## config.mk

```make
export PLATFORM = sky130hd
export DESIGN_NAME = cardhandling
export DESIGN_NICKNAME = d
export VERILOG_FILES = /design/src/rtl/cardhandling.sv
export SDC_FILE = /design/constraint.sdc
export NUM_CORES = 1
export LEC_CHECK = 0
export ABC_AREA = 1
export CAP_MARGIN = 10
export CORE_ASPECT_RATIO = 1.5
export CORE_MARGIN = 1
export CORE_UTILIZATION = 46
export DETAILED_ROUTE_END_ITERATION = 10
export GPL_TIMING_DRIVEN = 1
export SYNTH_ARGS = -nofsm -noshare
export SYNTH_HDL_FRONTEND = slang
export SYNTH_SLANG_ARGS = --single-unit
```

## constraint.sdc

```tcl
create_clock -name clk -period 3.72 [get_ports clk]
set_clock_uncertainty 0.05 [all_clocks]
set_input_delay 0.558 -clock clk [delete_from_list [all_inputs] [get_ports clk]]
set_output_delay 0.558 -clock clk [all_outputs]
set_load 0.02 [all_outputs]
```

## src/rtl/cardhandling.sv

```systemverilog
// cardhandling: card session controller.
// Holds a small in-register account table, authenticates a card by password
// (at most three consecutive tries) and commits balance updates while a
// session is authenticated.
module cardhandling #(
  parameter int card_width     = 6,
  parameter int password_width = 16,
  parameter int balance_width  = 20,
  parameter int users_num      = 10
) (
  input  logic                      clk,
  input  logic                      rst,
  input  logic [card_width-1:0]     card_number,
  input  logic                      card_in,
  input  logic                      card_out,
  input  logic                      op_done,
  input  logic [balance_width-1:0]  updated_balance,
  input  logic [password_width-1:0] password_input,
  output logic [balance_width-1:0]  balance,
  output logic                      psw_en,
  output logic                      wrong_psw
);

  localparam int IdxW = (users_num > 1) ? $clog2(users_num) : 1;
  localparam logic [password_width-1:0] PswBase = password_width'(32'hAAAA);

  typedef enum logic [1:0] {
    IDLE,
    WAIT_PSW,
    AUTH
  } state_e;

  state_e                   state_q;
  logic [IdxW-1:0]          idx_q;
  logic [1:0]               attempts_q;
  logic [balance_width-1:0] acct_q [users_num];
  logic [balance_width-1:0] balance_q;
  logic                     psw_en_q;
  logic                     wrong_psw_q;

  logic                     cardHit;
  logic [IdxW-1:0]          cardIdx;
  logic                     pswMatch;

  // Card lookup: entry i owns card number i+1, so card 0 never matches.
  always_comb begin
    cardHit = 1'b0;
    cardIdx = '0;
    for (int i = 0; i < users_num; i++) begin
      if (card_number == card_width'(i + 1)) begin
        cardHit = 1'b1;
        cardIdx = IdxW'(i);
      end
    end
  end

  // Stored password of the latched entry is a fixed pattern XOR its index.
  assign pswMatch = (password_input == (PswBase ^ password_width'(idx_q)));

  // Session FSM, account table and registered outputs.
  always_ff @(posedge clk or negedge rst) begin
    if (!rst) begin
      state_q     <= IDLE;
      idx_q       <= '0;
      attempts_q  <= '0;
      balance_q   <= '0;
      psw_en_q    <= 1'b0;
      wrong_psw_q <= 1'b0;
      for (int i = 0; i < users_num; i++) begin
        acct_q[i] <= balance_width'(1000 * (i + 1));
      end
    end else begin
      wrong_psw_q <= 1'b0;
      case (state_q)
        IDLE: begin
          balance_q <= '0;
          psw_en_q  <= 1'b0;
          if (card_in && cardHit) begin
            idx_q      <= cardIdx;
            attempts_q <= '0;
            state_q    <= WAIT_PSW;
          end
        end
        WAIT_PSW: begin
          if (card_out) begin
            attempts_q <= '0;
            state_q    <= IDLE;
          end else if (pswMatch) begin
            attempts_q <= '0;
            psw_en_q   <= 1'b1;
            balance_q  <= acct_q[idx_q];
            state_q    <= AUTH;
          end else begin
            wrong_psw_q <= 1'b1;
            if (attempts_q == 2'd2) begin
              attempts_q <= '0;
              state_q    <= IDLE;
            end else begin
              attempts_q <= attempts_q + 2'd1;
            end
          end
        end
        AUTH: begin
          if (op_done) begin
            acct_q[idx_q] <= updated_balance;
            balance_q     <= updated_balance;
          end
          if (card_out) begin
            balance_q <= '0;
            psw_en_q  <= 1'b0;
            state_q   <= IDLE;
          end
        end
        default: state_q <= IDLE;
      endcase
    end
  end

  assign balance   = balance_q;
  assign psw_en    = psw_en_q;
  assign wrong_psw = wrong_psw_q;

endmodule

```

After elaboration in Yosys (flattened, before gate mapping) --
Index checks and enable logic that the tools add are counted.
Word-level totals: output and inout bits 22, bits in registers 230, word-level logic and storage cells 100, input bits 47
Cells by class: eq/ne operators 20, order comparisons 2, muxes and demuxes 48, bitwise gates (word level) 2, $add $sub $neg 1, reductions and logical operators 11
Operator list (number):
- 200-bit bitwise mux | 1
- 20-bit two-way mux | 7
- 20-bit binary-select mux with 4-bit select | 1
- 20-bit demux with 4-bit select | 1
- 20-bit case mux with 3 select lines | 1
- 4-bit two-way mux | 8
- 6-bit by 3-bit equality test with 1-bit output (second input constant) | 4
- 6-bit by 4-bit equality test with 1-bit output (second input constant) | 3
- 2-bit two-way mux | 9
- 1-bit two-way mux | 17
- 16-bit equality test | 1
- 6-bit by 2-bit equality test with 1-bit output (second input constant) | 2
- 2-bit inequality test (second input constant) | 4
- 2-bit NOT with 8-bit output | 1
- 4-bit AND reduction | 2
- 6-bit by 1-bit equality test with 1-bit output (second input constant) | 1
- 2-bit case mux with 3 select lines | 1
- 2-bit AND reduction | 3
- 5-bit >= comparator (second input constant) | 1
- 5-bit by 1-bit < comparator with 1-bit output (second input constant) | 1
- 4-bit NOT with 5-bit output | 1
- 2-bit equality test (second input constant) | 2
- 4-bit inequality test (second input constant) | 1
- 2-bit case mux with 2 select lines | 1
- 9 further kinds | 10

Longest topological paths before layout --
depth in word-level cells 14, depth in mapped cells 13, mapped depth without buffers 11

Least setup slack after synthesis --
OpenSTA, ideal clock, no wires.
path kind input to register, start point input port card_number[5], end point register idx_q[1], arrival time 1419 ps, stages on the path 8, setup time 132 ps, path buffers 0, setup slack 2119 ps, required time 3538 ps, path through nor2_2 inv_1 nor2_1 o21ai_1 nand3_1 nand3_1 inv_1 o21ai_1
Between the ends: cells in the longest elaborated chain, start to end 13, elaborated cells on any way between the ends 30, those cells by class eq/ne (10); mux (18); reduce/logical (2)
Ends and longest elaborated chain:
- start: declaration | RTL line 13 | input logic [card_width-1:0] card_number,
- 6-bit by 1-bit equality test with 1-bit output | RTL line 50 | if (card_number == card_width'(i + 1)) begin
- 1-bit two-way mux (10 in a row) | RTL line 50
- 1-bit logical AND | RTL line 78 | if (card_in && cardHit) begin
- 2-bit AND reduction (no line)
- end signal: assignment | RTL line 79 | idx_q <= cardIdx;
- end: declaration | RTL line 34 | logic [IdxW-1:0] idx_q;
Parallel ways exist; a longest one is shown, timed or not. A chain may end at the register's enable or synchronous reset.

Final worst setup path --
start point register idx_q[0], end point register balance_q[6], in the netlist balance[6]
Between the ends: cells in the longest elaborated chain, start to end 7, elaborated cells on any way between the ends 10, those cells by class eq/ne (2); mux (6); bitwise (1); reduce/logical (1)
Ends and longest elaborated chain:
- 4-bit NOT with 5-bit output (implied by the code) | RTL line 91 | balance_q <= acct_q[idx_q];
- 20-bit binary-select mux with 4-bit select | RTL line 91
- 20-bit two-way mux (implied by the code) (2 in a row) | RTL line 91
- 20-bit two-way mux | RTL line 88 | end else if (pswMatch) begin
- 20-bit two-way mux | RTL line 85 | if (card_out) begin
- 20-bit case mux with 3 select lines | RTL line 74 | case (state_q)
- end signal: assignment | RTL line 91
- end signal: assignment | RTL line 106 | balance_q <= updated_balance;
- end: declaration | RTL line 37 | logic [balance_width-1:0] balance_q;
Parallel ways exist; a longest one is shown, timed or not. The select of a mux whose other input is x is not followed.

==> impl_metrics.json <==
{
  "critPathArrivalTime_ps": 3320,
  "setup_viol": 0,
  "critPathBufInv": 1,
  "cts-root-buf": "clkbuf_16",
  "n_antenna_cell": 0,
  "yosys.area.top_type_share_pct": 39.5,
  "crit_fanout": 47,
  "clk_pin_slew_ps": 60,
  "initial_core_util_pct": 46.9,
  "required_ps": 4130,
  "clk_latency_ps": 520,
  "fin_area_mm2": 0.0125,
  "synth-seq-cells": 230,
  "path_common_cell": "nand2_1",
  "worst_slack_ps": 807,
  "final_hold_viol_count": 0,
  "syn_nets": 1409,
  "ctsHoldBuffers": 0,
  "ant_nets": 0,
  "cp.depth": 11,
  "worst_slew_pin_slew_ps": 947,
  "synth.avg_cell_area_um2": 7.93,
  "routed_via_density": 5.48,
  "h-tree-depth": 1,
  "placed_cells": 1646,
  "nNetsFinal": 1444,
  "yosysWarnings": 0,
  "synth_seq_area_share_pct": 54.1,
  "clkPwrFrac_pct": 42.6,
  "drive_gt1_share_pct": 10.1,
  "slew_viol_final": 0,
  "die-area_mm2": 0.0241,
  "pre_cts_slack_ps": 606,
  "layout_commonest_cell": "nand2_1",
  "hold_class": "in -> async",
  "grt_pass1_wl_mm": 51.1,
  "drtIter0Drc": 607,
  "firstDrtPassIters": 5,
  "clock.fmax_mhz": 343,
  "path_delay_family": "simple AND/OR/NAND/NOR gates",
  "io_pins": 69,
  "drc_errors": 0,
  "grt_max_degree": 87,
  "rsz0062_at_grt": "no",
  "grt_usage_pct": 27.8,
  "finalSetupTns_ps": 0,
  "pwr-share-comb_pct": 14.1,
  "syn_area_mm2": 0.0108,
  "rr_worst_depth": 11,
  "fillCellCount": 2216,
  "path_cells": "clkinv_2 -> nand2_1 -> nand2_1 -> nand3_1 -> nor2_1 -> nand2_1 -> nand2_1 -> nand3_2 -> nor2_4 -> nand2_1 -> nand2_1",
  "fin_crit_sh_pct": 78.3,
  "grt_pass1_vias": 9245,
  "p_leak_nw": 5.69,
  "cts_tree": "built",
  "cts_buffer_depth": 3,
  "place.gp.congestion": 0.815,
  "coreArea_mm2": 0.0230,
  "power_mw": 6.06,
  "place.port_buffers": 68,
  "dpl.hpwl_mm": 20.9,
  "relSlewSlack_pct": 36.8,
  "multi_input_area_mm2": 0.00433,
  "critical_path_class": "reg -> reg",
  "cp-start-kind": "register",
  "seq_area_mm2": 0.00584,
  "internal_power_mw": 4.28,
  "num_vias": 9261,
  "ys_top_cells_by_area": "dfrtp_1 (39%), nand2_1 (19%), dfstp_2 (15%)",
  "layout_common_cells": "nand2_1 (557), o21ai_0 (179), dfrtp_1 (168)",
  "finalWirelength_mm": 32.3,
  "ys_types": 25,
  "synthToLayoutAreaGrowth_pct": 16.3,
  "cp_slowest_stage_delay_ps": 720,
  "status": "finished, final reports clean",
  "irDropWorstVdd_v": 0.000388,
  "placed_area_mm2": 0.0117,
  "fp.dieH_um": 189,
  "fin_crit_ps": 2910,
  "maxCapViolCount": 0,
  "cts_sinks": 230,
  "wire_per_inst_um": 19.1,
  "cts_resized": 0,
  "die_x_um": 127,
  "rows": 68,
  "switching_power_mw": 1.79,
  "crit_slowest_cell": "dfrtp_4",
  "gr-total-overflow": 0,
  "grt_antenna_before_repair": 0,
  "p_per_area_mw_per_mm2": 484,
  "p_sw_share_pct": 29.5,
  "cts_setup_buffers": 0,
  "synth_top_area_cell": "dfrtp_1",
  "stdcell_count": 1691,
  "syn_inst": 1358,
  "seq_power_share_pct": 43.3,
  "numCtsBuffers": 25,
  "cp-end-kind": "register"
}
registers in the layout, summed over array words and instances (netlist names):
register	flops
acct_q	200
attempts_q	2
balance	20
idx_q	4
psw_en	1
state_q	2
wrong_psw	1
cell families (layout without fill, tap and decap cells):
| family | Yosys count | count (layout) | share of synthesized area (%) |
|---|---|---|---|
| buffers and inverters | 144 | 197 | 5.70 |
| adders and majority gates | 4 | 4 | 0.464 |
| DFF | 230 | 230 | 54.1 |
| AOI/OAI and AO/OA | 210 | 210 | 9.78 |
| and+or+nand+nor | 770 | 770 | 29.9 |
per-layer routing:
metal	vias up	GRT usage (%)	wire length, µm
met5	-	0	0
met4	0	12.8	1480
met3	76	2.66	1070
met2	228	50.9	16900
met1	4473	32.7	12800
li1	4484	-	-
cell usage after synthesis, drive strengths merged:
cell type / count
inv: 55
buf: 30
dfrtp: 170
o21a: 1
nand4: 42
ha: 4
dfstp: 60
nor2: 27
a21oi: 1
o21ai: 208
clkbuf: 58
nor3: 6
nand3: 137
or2: 1
clkinv: 1
nand2: 557
layout make-up:
| type | count | area share (%) |
|---|---|---|
| Sequential cell | 230 | 46.6 |
| Tap cell | 280 | 2.79 |
| Clock buffer | 38 | 5.86 |
| Multi-Input combinational cell | 984 | 34.6 |
| Timing Repair Buffer | 96 | 7.65 |
| Clock inverter | 7 | 0.898 |
| Inverter | 56 | 1.69 |
stage by stage:
step / hold slack (ps) / utilization (%)
CTS: 23.7 / 54.6
finish: 6.83 / 54.6
global route: 53.4 / 54.6
global placement: 412 / 50.9
floorplan: 212 / -
detailed placement: 415 / 50.9
power by group through the flow:
| stage | logic [mW] | registers [mW] | clock network, mW |
|---|---|---|---|
| 5_1_grt | 0.922 | 2.63 | 2.70 |
| 2_1_floorplan | 0.579 | 2.60 | 0 |
| 4_1_cts | 0.854 | 2.62 | 2.62 |
| 6_report | 0.857 | 2.63 | 2.58 |
| 3_5_place_dp | 0.851 | 2.67 | 0 |
| 3_3_place_gp | 0.851 | 2.67 | 0 |
final timing paths:
check                            start     endpoint  slack, ps
max in group asynchronous          rst  acct_q[103]       2690
max                           idx_q[0]   balance[6]        810
min in group clk           acct_q[185]  acct_q[185]        420
min reg2reg                acct_q[185]  acct_q[185]        420
max reg2reg                   idx_q[0]   balance[6]        810
min                                rst    acct_q[6]          7
Power figures use the tool's default switching activity.
